## src/rtl/uart_mmio_ctrl.sv

```systemverilog
// uart_mmio_ctrl: memory-mapped UART byte bridge for the CPU.
//
// Decodes CPU loads/stores in the 0x8xxxxxxx region (word offset addr[4:2]) and
// moves bytes through a TX FIFO (CPU -> UART) and an RX FIFO (UART -> CPU).
//
//   offset 0 (0x80000000) R : RX status {30'b0, rx_overrun, rx_not_empty}, read clears overrun
//   offset 1 (0x80000004) R : TX status {30'b0, tx_overflow, tx_not_full}, read clears overflow
//   offset 2 (0x80000008) W : TX data push (dropped and flagged when full)
//   offset 3 (0x8000000C) R : RX data pop ({24'b0, byte}, 0 when empty)
//   offset 4 (0x80000010) R : cycle counter (only with UART_MMIO_CYCLE_COUNTER_EN)
//   offset 6 (0x80000018) W : clear cycle counter (only with UART_MMIO_CYCLE_COUNTER_EN)
//
// Optional feature macro: UART_MMIO_CYCLE_COUNTER_EN (undefined by default).
//
// Ports:
//   clk, rst                    : clock, synchronous active-high reset
//   stall                       : CPU stall, blocks all CPU accesses
//   addr, wdata, wr_en, rd_en   : CPU access
//   rdata                       : registered load data
//   uart_din/_valid/_ready      : TX byte handshake toward the UART
//   uart_dout/_valid/_ready     : RX byte handshake from the UART

module uart_mmio_ctrl #(
  parameter int unsigned FIFO_DEPTH = 8
) (
  input  logic        clk,
  input  logic        rst,
  input  logic        stall,
  input  logic [31:0] addr,
  input  logic [7:0]  wdata,
  input  logic        wr_en,
  input  logic        rd_en,
  output logic [31:0] rdata,
  output logic [7:0]  uart_din,
  output logic        uart_din_valid,
  input  logic        uart_din_ready,
  input  logic [7:0]  uart_dout,
  input  logic        uart_dout_valid,
  output logic        uart_dout_ready
);

  localparam int unsigned AddrW = $clog2(FIFO_DEPTH);
  localparam int unsigned PtrW  = AddrW + 1;

  // CPU decode
  logic       sel, ld, st;
  logic [2:0] offset;
  logic       unused_addr;

  assign sel         = (addr[31:28] == 4'h8) && !stall;
  assign offset      = addr[4:2];
  assign ld          = sel && rd_en;
  assign st          = sel && wr_en;
  assign unused_addr = ^{addr[27:5], addr[1:0]};

  // TX FIFO
  logic [7:0]      tx_mem [FIFO_DEPTH];
  logic [PtrW-1:0] tx_wptr_q, tx_rptr_q;
  logic            tx_empty, tx_full, tx_pop, tx_wr, tx_push;
  logic            tx_ovf_q, tx_ovf_d;

  assign tx_empty = (tx_wptr_q == tx_rptr_q);
  assign tx_full  = (tx_wptr_q[PtrW-1] != tx_rptr_q[PtrW-1]) &&
                    (tx_wptr_q[AddrW-1:0] == tx_rptr_q[AddrW-1:0]);

  assign uart_din_valid = !tx_empty;
  assign uart_din       = tx_mem[tx_rptr_q[AddrW-1:0]];

  assign tx_pop  = !tx_empty && uart_din_ready;
  assign tx_wr   = st && (offset == 3'd2);
  // A full FIFO still accepts the byte when the UART frees a slot on this edge.
  assign tx_push = tx_wr && (!tx_full || tx_pop);

  // RX FIFO
  logic [7:0]      rx_mem [FIFO_DEPTH];
  logic [PtrW-1:0] rx_wptr_q, rx_rptr_q;
  logic            rx_empty, rx_full, rx_pop, rx_push;
  logic            rx_ovr_q, rx_ovr_d;

  assign rx_empty = (rx_wptr_q == rx_rptr_q);
  assign rx_full  = (rx_wptr_q[PtrW-1] != rx_rptr_q[PtrW-1]) &&
                    (rx_wptr_q[AddrW-1:0] == rx_rptr_q[AddrW-1:0]);

  assign rx_pop = ld && (offset == 3'd3) && !rx_empty;
  // A CPU pop on this edge frees a slot, so a full FIFO can still take a byte.
  assign uart_dout_ready = !rx_full || rx_pop;
  assign rx_push         = uart_dout_valid && uart_dout_ready;

  // Sticky bits: a set on the same edge as the clearing read wins.
  always_comb begin
    tx_ovf_d = tx_ovf_q;
    rx_ovr_d = rx_ovr_q;
    if (ld && (offset == 3'd1)) tx_ovf_d = 1'b0;
    if (ld && (offset == 3'd0)) rx_ovr_d = 1'b0;
    if (tx_wr && !tx_push) tx_ovf_d = 1'b1;
    if (uart_dout_valid && !uart_dout_ready) rx_ovr_d = 1'b1;
  end

`ifdef UART_MMIO_CYCLE_COUNTER_EN
  logic [31:0] cnt_q;

  always_ff @(posedge clk) begin
    if (rst) begin
      cnt_q <= 32'd0;
    end else if (st && (offset == 3'd6)) begin
      cnt_q <= 32'd0;
    end else begin
      cnt_q <= cnt_q + 32'd1;
    end
  end
`endif

  // Load data
  logic [31:0] rdata_q, rdata_d;

  always_comb begin
    rdata_d = rdata_q;
    if (ld) begin
      case (offset)
        3'd0:    rdata_d = {30'd0, rx_ovr_q, !rx_empty};
        3'd1:    rdata_d = {30'd0, tx_ovf_q, !tx_full};
        3'd3:    rdata_d = rx_empty ? 32'd0 : {24'd0, rx_mem[rx_rptr_q[AddrW-1:0]]};
`ifdef UART_MMIO_CYCLE_COUNTER_EN
        3'd4:    rdata_d = cnt_q;
`endif
        default: rdata_d = 32'd0;
      endcase
    end
  end

  assign rdata = rdata_q;

  always_ff @(posedge clk) begin
    if (rst) begin
      tx_wptr_q <= '0;
      tx_rptr_q <= '0;
      rx_wptr_q <= '0;
      rx_rptr_q <= '0;
      tx_ovf_q  <= 1'b0;
      rx_ovr_q  <= 1'b0;
      rdata_q   <= 32'd0;
    end else begin
      tx_ovf_q <= tx_ovf_d;
      rx_ovr_q <= rx_ovr_d;
      rdata_q  <= rdata_d;
      if (tx_push) begin
        tx_mem[tx_wptr_q[AddrW-1:0]] <= wdata;
        tx_wptr_q <= tx_wptr_q + PtrW'(1);
      end
      if (tx_pop) tx_rptr_q <= tx_rptr_q + PtrW'(1);
      if (rx_push) begin
        rx_mem[rx_wptr_q[AddrW-1:0]] <= uart_dout;
        rx_wptr_q <= rx_wptr_q + PtrW'(1);
      end
      if (rx_pop) rx_rptr_q <= rx_rptr_q + PtrW'(1);
    end
  end

endmodule

```

## config.mk

```make
export PLATFORM = sky130hd
export DESIGN_NAME = uart_mmio_ctrl
export DESIGN_NICKNAME = d
export VERILOG_FILES = /design/src/rtl/uart_mmio_ctrl.sv
export SDC_FILE = /design/constraint.sdc
export NUM_CORES = 1
export LEC_CHECK = 0
export CORE_UTILIZATION = 35
export CTS_BUF_LIST = sky130_fd_sc_hd__clkbuf_8
export DETAILED_ROUTE_END_ITERATION = 7
export PLACE_DENSITY_LB_ADDON = 0.12
export REMOVE_ABC_BUFFERS = 1
export SLEW_MARGIN = 25
export SYNTH_ARGS = -nofsm -noshare
export SYNTH_HDL_FRONTEND = slang
export SYNTH_SLANG_ARGS = --single-unit
```

## constraint.sdc

```tcl
create_clock -name clk -period 2.8 [get_ports clk]
set_clock_uncertainty 0.05 [all_clocks]
set_input_delay 0.42 -clock clk [delete_from_list [all_inputs] [get_ports clk]]
set_output_delay 0.42 -clock clk [all_outputs]
set_load 0.01 [all_outputs]
```

==> run summary, run 1 <==
LAYOUT
-------------------------------------------------------------------------------------------------
Area growth from synthesis to layout                                                        19.7%
Filler cells                                                                                 1604
Antenna diode count                                                                             0
Share of layout cells above drive strength 1                                                0.228
Final-stage net count                                                                         529

CRITICAL PATH
-------------------------------------------------------------------------------------------------
Most Frequent Cell on Critical Path                                                  sky130_fd_sc_hd__clkdlybuf4s50_1
R2R cell count                                                                                  6
Endpoint of the worst register-to-register path                                      rx_mem[0][5]
Arrival time reported for the critical path endpoint                                      2270 ps
Internal reg-to-reg setup slack                                                            740 ps
Slowest stage cell on the critical path                                              sky130_fd_sc_hd__or4b_4
Startpoint types                                                                     primary input
Maximum fanout encountered on the critical timing path                                          4
Setup crit end kind                                                                   output port
Data required time of the worst path                                                      2330 ps
Biggest cell delay along the critical path                                                 590 ps
Capturing instance or port of the critical path                                      uart_dout_ready
CP cell instances                                                                    clkdlybuf4s50_1 -> or4b_4 -> nor3_4 -> nor2_1 -> inv_1 -> clkdlybuf4s50_1
Worst R2R Start                                                                      rx_wptr_q[2]
Crit Path Category                                                                   primary input to output port
Launch point of the worst path                                                           addr[30]

LOGIC SYNTHESIS
-------------------------------------------------------------------------------------------------
Part of the Yosys area used for sequential elements                                         0.687
Share of flip-flops with an asynchronous set or reset after synthesis                           0
Primary FF master, synth                                                             sky130_fd_sc_hd__edfxtp_1
Number of distinct library cell variants in the gate-level netlist after synthesis             47
Post-synthesis cell type with the largest combined area                              sky130_fd_sc_hd__edfxtp_1
Top cells by count, synth                                                            sky130_fd_sc_hd__edfxtp_1, sky130_fd_sc_hd__dfxtp_1, sky130_fd_sc_hd__mux4_2, sky130_fd_sc_hd__buf_4
Dominant cells by area after synthesis                                               sky130_fd_sc_hd__edfxtp_1, sky130_fd_sc_hd__mux4_2, sky130_fd_sc_hd__dfxtp_1
Per-instance average area after synthesis                                              16.6 sq um
Count of flip-flops with a built-in enable after synthesis                                    128
Number of synthesis warnings                                                                    0
Post-synth design cell area                                                          0.00653 sq mm
Post-Synthesis Cells                                                                          394
Top cell type's share of synthesized area                                                   0.589
Top-count cell post-synth                                                            sky130_fd_sc_hd__edfxtp_1
Flip-flop and latch count after synthesis                                                     160

DRT
-------------------------------------------------------------------------------------------------
DRC Markers                                                                                    17
Initial drt markers                                                                           169
DR vias                                                                                      3399
Length of the first detailed-routing pass in iterations                                         6
Number of nets with antenna violations after detailed routing                                   0
Routed vias/inst                                                                             4.78
Wire length per cell                                                                 17.4 microns
Routed WL                                                                                 12.4 mm

STA
-------------------------------------------------------------------------------------------------
Period utilisation layout                                                                   0.979
Total of endpoints with negative setup slack in the final report                                0
Slew Viols, Final                                                                               0
Pin slew with the least headroom to its limit                                              620 ps
F_max                                                                                     365 MHz
Hold_ws                                                                                    413 ps
Max-slew headroom at the worst pin                                                          0.585
Number of endpoints with negative hold slack in the final report                                0
Unrepaired setup endpoints after global routing                                                no
Clock period minus final worst setup slack                                                2740 ps

POWER
-------------------------------------------------------------------------------------------------
Switching share of power                                                                    0.198
Combinational fraction of design power                                                      0.035
Flop pwr share                                                                              0.577
Internal portion of total power                                                         0.00359 W
Maximum resistive drop on vdd                                                            0.300 mV
Share of power burned in the clock network                                                  0.388
Net switching component of the power                                                   0.000888 W
Total power consumption of the routed design                                            0.00448 W
Power Density                                                                         573 mW/mm^2
Leakage power figure                                                                      2.50 nW

GLOBAL ROUTING
-------------------------------------------------------------------------------------------------
Antenna violations before repair                                                                0
Met2 Resource Use GR                                                                        0.232
Number of global-route vias before repair                                                    3484
M3 GR Usage                                                                                0.0366
Met1 Usage GRT                                                                              0.172
Global router's overall resource usage                                                      0.138
Wire length of the first global-routing pass                                              19.5 mm
GR peak layer                                                                                met2
GRT overflow                                                                                    0
Maximum number of pins on one net before global-route repair                                   21

RUN STATUS
-------------------------------------------------------------------------------------------------
Outcome                                                                              complete, but fails checks
Failing checks                                                                       design-rule violations

FLOORPLANNING
-------------------------------------------------------------------------------------------------
Die height                                                                            139 microns
Die Area                                                                             0.0192 sq mm
Die boundary width                                                                    139 microns
Number of top-level design ports                                                               97
Effective utilization at floorplan                                                          0.360
Number of cell rows                                                                            49
Core area                                                                            0.0181 sq mm

CTS
-------------------------------------------------------------------------------------------------
Skew-Pair Late Insertion Delay                                                             440 ps
Clk slew on worst S/H paths                                                                 80 ps
H-tree depth                                                                                    4
Clock tree from TritonCTS                                                                   built
Clock tree sinks                                                                              160
Total of hold buffers inserted after clock tree synthesis                                       0
CTS root buf                                                                         sky130_fd_sc_hd__clkbuf_8
Number of buffers inserted during clock tree synthesis                                         17
Buffer levels on the longest clock path                                                         2

PLACEMENT
-------------------------------------------------------------------------------------------------
IO buf count                                                                                   47
Final HPWL from detailed placement                                                        7.98 mm
Last weighted congestion value of the routability-driven placer                             0.728

RUN
-------------------------------------------------------------------------------------------------
# Max-Cap Violations                                                                            0

MIN PATH
-------------------------------------------------------------------------------------------------
Worst hold path class                                                                flip-flop to flip-flop

==> final cells by class <==
type                            instances  area, sq um  share of cell area
Clock buffer                           17          234              0.0300
Clock inverter                         14          175              0.0224
Inverter                                6         22.5             0.00288
Multi-Input combinational cell        208         1880               0.241
Sequential cell                       160         4490               0.575
Tap cell                              229          287              0.0367
Timing Repair Buffer                   77          724              0.0927
==> timing repair <==
action                     CTS  global route
gates cloned                 0             1
gates resized for setup      2             3
pin swaps                    0             1
setup buffers                0             2
setup endpoints to repair    2             8
==> kinds of logic (layout without fill, tap and decap cells) <==
group	Yosys count	count (layout)	share of synthesized area
mux	53	53	0.143
buf+inv	49	114	0.0437
xor+xnor	14	14	0.0188
flops	160	160	0.687
compound gates	33	33	0.0316
other cells	1	24	0.000574
fa+ha+maj	4	4	0.00767
simple gates	80	80	0.0680
==> layout by cell type (no fill, tap or decap), drive strengths merged, types with 2 or more instances in the layout <==
master         count
a21oi              9
and3               2
buf               29
bufinv             4
clkbuf            18
clkdlybuf4s50     46
clkinv             5
clkinvlp           3
conb              24
dfxtp             32
edfxtp           128
ha                 4
inv                8
mux2              10
mux2i             12
mux4              31
nand2             18
nand2b             3
nand3              3
nand4              2
nand4b             2
nor2              18
nor3               7
nor4               9
nor4b              4
o21ai             13
o31ai              2
or2                4
or3                4
xnor2             12
xor2               2
==> stage by stage <==
step	cells	cell area, sq um	setup WS [ps]	TNS, ps	utilization
5_1_grt	711	7810	1.82	0	0.430
3_3_place_gp	677	7350	-60.1	-2590	0.405
2_1_floorplan	374	6350	-373	-17540	-
3_5_place_dp	677	7350	-86.2	-4140	0.405
6_report	711	7810	57.9	0	0.430
4_1_cts	708	7760	2.25	0	0.428
==> registers in the layout, summed over array words and instances (netlist names), named ones only <==
register and cells:
rx_mem 64, tx_mem 64, rx_rptr_q 4, rx_ovr_q 1, tx_rptr_q 4, tx_ovf_q 1
rx_wptr_q 4, rdata 8, tx_wptr_q 4
==> how the worst min path moves through the flow <==
stage | cells after the start | start | to | slack (ps)
after floorplan | 2 | rx_ovr_q | rx_ovr_q | 390
after global placement | 2 | rdata[5] | rdata[5] | 390
after detailed placement | 2 | rdata[4] | rdata[4] | 400
after CTS | 2 | rdata[3] | rdata[3] | 420
after global routing | 2 | rdata[4] | rdata[4] | 440
final | 2 | rdata[4] | rdata[4] | 410
==> metal layers <==
layer / routed length [microns] / vias to the layer above
li1: - / 1633
met1: 5420 / 1702
met2: 6440 / 57
met3: 422 / 7
met4: 123 / 0
met5: 0 / -
==> worst max-delay path: cells and delay by family <==
family | cells | cell delay [ps]
buffers and inverters | 3 | 970
AND/OR/NAND/NOR | 3 | 880
==> power groups by stage <==
stage,logic (W),clock network [W],registers (W)
CTS,0.000156,0.00180,0.00258
detailed placement,0.000156,0,0.00264
global placement,0.000152,0,0.00264
floorplan,0.0000597,0,0.00264
global route,0.000172,0.00189,0.00259
finish,0.000156,0.00174,0.00258
Note: power is estimated with default switching activity, not from simulation.
==> run 2, diff against run 1 <==
Settings changed: MAX_ROUTING_LAYER from default to met4.
Clock period 2.8 ns to 3.3 ns, I/O delays scaled along.
==> run summary, run 2 (synthesis gave the netlist of run 1 again) <==
RUN STATUS
-------------------------------------------------------------------------------
Outcome                                                            complete, but fails checks
Failing checks                                                     design-rule violations

PLACEMENT
-------------------------------------------------------------------------------
Worst setup slack before clock tree synthesis                            276 ps
Final HPWL from detailed placement                                      8.04 mm
Last weighted congestion value of the routability-driven placer           0.720
IO buf count                                                                 47
Count of placed standard cells including taps                               672

CRITICAL PATH
-------------------------------------------------------------------------------
Data required time of the worst path                                    2750 ps
Kind of cell adding the most delay to the critical path            multiplexers
Crit Path Category                                                 flip-flop to output port
Biggest cell delay along the critical path                               550 ps
Startpoint types                                                      flip-flop
Slowest stage cell on the critical path                            sky130_fd_sc_hd__mux4_2
Maximum fanout encountered on the critical timing path                       16
R2R cell count                                                                5
Capturing instance or port of the critical path                     uart_din[1]
Bufs and invs on worst path                                                   2
Internal reg-to-reg setup slack                                         1110 ps
Endpoint of the worst register-to-register path                    tx_mem[7][5]
Worst R2R Start                                                    tx_wptr_q[1]
Cell count along the critical path                                            4
Setup crit end kind                                                 output port
Arrival time reported for the critical path endpoint                    2410 ps
CP cell instances                                                  buf_4 -> mux4_2 -> mux2_2 -> clkdlybuf4s50_1

DRT
-------------------------------------------------------------------------------
Routed vias/inst                                                           4.90
Length of the first detailed-routing pass in iterations                       6
Wire length per cell                                               18.0 microns
Number of nets with antenna violations after detailed routing                 0
Routed WL                                                               12.6 mm
DRC Markers                                                                  17
Initial drt markers                                                         186
DR vias                                                                    3447

CTS
-------------------------------------------------------------------------------
Total of hold buffers inserted after clock tree synthesis                     0
Number of buffers inserted during clock tree synthesis                       17
Clock tree sinks                                                            160
Buffer levels on the longest clock path                                       2
Skew-Pair Late Insertion Delay                                           440 ps
Clk slew on worst S/H paths                                               80 ps
Count of buffers added by post-CTS timing repair for setup                    0
H-tree depth                                                                  4
Clock tree from TritonCTS                                                 built
Number of gates resized after CTS                                             0
CTS root buf                                                       sky130_fd_sc_hd__clkbuf_8

POWER
-------------------------------------------------------------------------------
Power Density                                                       471 mW/mm^2
Internal portion of total power                                       0.00284 W
Leakage power figure                                                    2.42 nW
Flop pwr share                                                            0.608
Share of power burned in the clock network                                0.356
Combinational fraction of design power                                    0.036
Maximum resistive drop on vdd                                          0.235 mV
Net switching component of the power                                 0.000766 W
Switching share of power                                                  0.212

FLOORPLANNING
-------------------------------------------------------------------------------
Number of top-level design ports                                             97
Die Area                                                           0.0192 sq mm
Effective utilization at floorplan                                        0.360
Die height                                                          139 microns
Number of cell rows                                                          49
Core area                                                          0.0181 sq mm
Die boundary width                                                  139 microns

GLOBAL ROUTING
-------------------------------------------------------------------------------
Global router's overall resource usage                                    0.147
GRT overflow                                                                  0
Antenna violations before repair                                              0
Wire length of the first global-routing pass                            20.0 mm
Maximum number of pins on one net before global-route repair                 21
Number of global-route vias before repair                                  3568

MIN PATH
-------------------------------------------------------------------------------
Worst hold path class                                              flip-flop to flip-flop

STA
-------------------------------------------------------------------------------
Final setup TNS                                                            0 ps
Pin slew with the least headroom to its limit                            726 ps
Period utilisation layout                                                 0.895
Hold_ws                                                                  413 ps
Number of endpoints with negative hold slack in the final report              0
Slew Viols, Final                                                             0
Clock period minus final worst setup slack                              2950 ps
Max-slew headroom at the worst pin                                        0.515
Total of endpoints with negative setup slack in the final report              0
Final worst slack                                                        346 ps
F_max                                                                   339 MHz
Unrepaired setup endpoints after global routing                              no

LAYOUT
-------------------------------------------------------------------------------
Most used cells in the layout excluding fill and tap cells         sky130_fd_sc_hd__edfxtp_1, sky130_fd_sc_hd__clkdlybuf4s50_1, sky130_fd_sc_hd__dfxtp_1
Area growth from synthesis to layout                                      17.2%
Share of layout cells above drive strength 1                              0.213
Final Instance Count excl. Fillers                                          704
Most common cell after layout, fill and taps aside                 sky130_fd_sc_hd__edfxtp_1
Antenna diode count                                                           0
Final-stage net count                                                       521
Filler cells                                                               1683

RUN
-------------------------------------------------------------------------------
# Max-Cap Violations                                                          0

-- run 2: metal layers --
layer	vias to the layer above	wire length [microns]	GRT usage
met4	0	110	0.0461
met3	8	434	0.0401
met5	-	0	-
li1	1626	-	-
met1	1753	5500	0.167
met2	60	6610	0.251
-- run 2: worst register-to-register path, stage by stage (launching register included) --
cell and delay [ps]:
sky130_fd_sc_hd__dfxtp_1 570, sky130_fd_sc_hd__xnor2_1 190, sky130_fd_sc_hd__nand4b_1 230, sky130_fd_sc_hd__o21ai_2 550, sky130_fd_sc_hd__nor3_1 130, sky130_fd_sc_hd__buf_4 210
-- run 2: power groups by stage --
stage / logic, W / clock network [W] / registers (W)
floorplan: 0.0000507 / 0 / 0.00224
global placement: 0.000126 / 0 / 0.00224
detailed placement: 0.000130 / 0 / 0.00224
CTS: 0.000130 / 0.00133 / 0.00219
global route: 0.000142 / 0.00142 / 0.00220
finish: 0.000129 / 0.00128 / 0.00219
-- run 2: area by class of cell --
| type | instances | area, sq um | area share |
|---|---|---|---|
| tap | 229 | 287 | 0.0375 |
| timing repair buffer | 69 | 636 | 0.0831 |
| clock inverter | 14 | 104 | 0.0136 |
| clock buffer | 18 | 248 | 0.0324 |
| sequential | 160 | 4480 | 0.586 |
| inverter | 6 | 22.5 | 0.00294 |
| multi-input combinational | 208 | 1870 | 0.244 |
-- run 2: worst min-delay path by stage --
stage,from,endpoint,slack [ps],cells after the start
3_3_place_gp,rdata[5],rdata[5],390,2
3_5_place_dp,rdata[7],rdata[7],400,2
2_1_floorplan,rx_ovr_q,rx_ovr_q,390,2
4_1_cts,rdata[7],rdata[7],420,2
6_report,rdata[6],rdata[6],410,2
5_1_grt,rdata[5],rdata[5],460,2
-- run 2: per-stage QoR --
stage | util | area (sq um) | power, W
floorplan | - | 6350 | 0.00229
global placement | 0.402 | 7300 | 0.00236
detailed placement | 0.402 | 7300 | 0.00237
CTS | 0.422 | 7650 | 0.00366
global route | 0.422 | 7650 | 0.00376
finish | 0.422 | 7650 | 0.00361
==> edit: new RTL, flow settings as in run 2 <==
`FIFO_DEPTH`: 8 -> 4.
--- a/src/rtl/uart_mmio_ctrl.sv
+++ b/src/rtl/uart_mmio_ctrl.sv
@@ -21,7 +21,7 @@
 //   uart_dout/_valid/_ready     : RX byte handshake from the UART
 
 module uart_mmio_ctrl #(
-  parameter int unsigned FIFO_DEPTH = 8
+  parameter int unsigned FIFO_DEPTH = 4
 ) (
   input  logic        clk,
   input  logic        rst,
Check against the original RTL: not equivalent (a bounded check fails within 10 cycles, from zero or initial values and one cycle with rst high).
==> edit against run 2 <==
- design area shrank 38%
- utilization up 0.92 points
- sequential cell count decreased by 70
- first-iteration DRC count decreased by 45%
- critical path depth increased by 1
- total power decreased by 40%
- wire length decreased by 45%
- setup slack gained 180 ps
- register-to-register slack lost 40 ps
- area after synthesis fell by 39%
- sequential power fell by 44%
- largest cell class unchanged
==> edit: results (changes against run 2) <==
[drt]
wl_met3_um=243  ; -44%
dr_wl_met2_um=3310  ; -50%
first_iter_violations=102  ; -45%
vias=2164  ; -37%
wl_met1_um=3340  ; -39%
wire_per_inst_um=15.3  ; -15%

[run_status]
status=completed

[logic_synthesis]
yosysUniqueCellTypes=44  ; -6.4%
synth_area_leaders=edfxtp_1 (49%), dfxtp_1 (13%), mux4_2 (9.1%)
synth_seq_area_share_pct=61.8  ; -6.9 points

[cts]
clk_pin_slew_ps=100  ; +20 ps
htree_levels=3  ; -1
cts_buffers=9  ; -8

[layout]
nets=379  ; -27%
drive_above_1_share_pct=14.1  ; -7.2 points

[global_route]
gr-usage-met2_pct=20.7  ; -4.4 points
track_usage_pct=13.3  ; -1.4 points
grt_pass1_vias=2125  ; -40%
met1_usage_pct=16.7  ; about the same

[setup_path]
start_kind=input pin
arrival_ps=2230  ; -180 ps
slowest_stage=clkdlybuf4s50_1
r2r_cells=4  ; -1
path_max_fanout=5  ; -11

[timing]
fin_hold_ws_ps=417  ; +4.24 ps

[worst_hold_path]
hold_end=rdata[0]

==> edit: cells by family after synthesis <==
family | count (synthesis) | share of synthesized area, %
DFF | 90 | 61.8
and+or+nand+nor | 54 | 8.84
buffers and inverters | 44 | 6.68
AOI/OAI and AO/OA | 29 | 6.15
muxes | 23 | 11.0
adders and majority gates | 10 | 3.17
xor gates and xnor gates | 10 | 2.22
other | 1 | 0.0949
==> edit: stage by stage <==
step | total power [mW] | utilization, % | std cells
5_1_grt | 2.26 | 43.1 | 459
2_1_floorplan | 1.30 | - | 252
3_3_place_gp | 1.37 | 41.1 | 443
6_report | 2.17 | 43.1 | 459
4_1_cts | 2.19 | 43.1 | 459
3_5_place_dp | 1.37 | 41.1 | 443
==> edit: power groups by stage <==
stage	logic, mW	registers [mW]	clock network, mW
floorplan	0.0513	1.25	0
global placement	0.119	1.25	0
detailed placement	0.120	1.25	0
CTS	0.121	1.23	0.842
global route	0.134	1.23	0.893
finish	0.119	1.23	0.821
==> edit: worst max-delay path by stage <==
stage / slack [ps] / startpoint / cells past startpoint / endpoint
after detailed placement: 400 / addr[2] / 5 / tx_mem[0][5]
after floorplan: 1240 / addr[29] / 4 / rx_mem[0][0]
final: 530 / addr[29] / 5 / uart_dout_ready
after global placement: 410 / addr[2] / 5 / tx_mem[0][3]
after global routing: 400 / addr[29] / 5 / uart_dout_ready
after CTS: 520 / flip-flop / 2 / uart_din[0]
==> edit: layout make-up <==
cell class | instances | area (um2)
Fill cell | 1034 | 6220
Sequential cell | 90 | 2440
Inverter | 12 | 45.0
Clock inverter | 7 | 93.8
Timing Repair Buffer | 51 | 500
Clock buffer | 9 | 124
Tap cell | 140 | 175
Multi-Input combinational cell | 150 | 1330
==> edit: worst max-delay path, delay by kind of cell <==
family	cells	cell delay (ps)
buffers and inverters	2	980
and+or+nand+nor	3	750
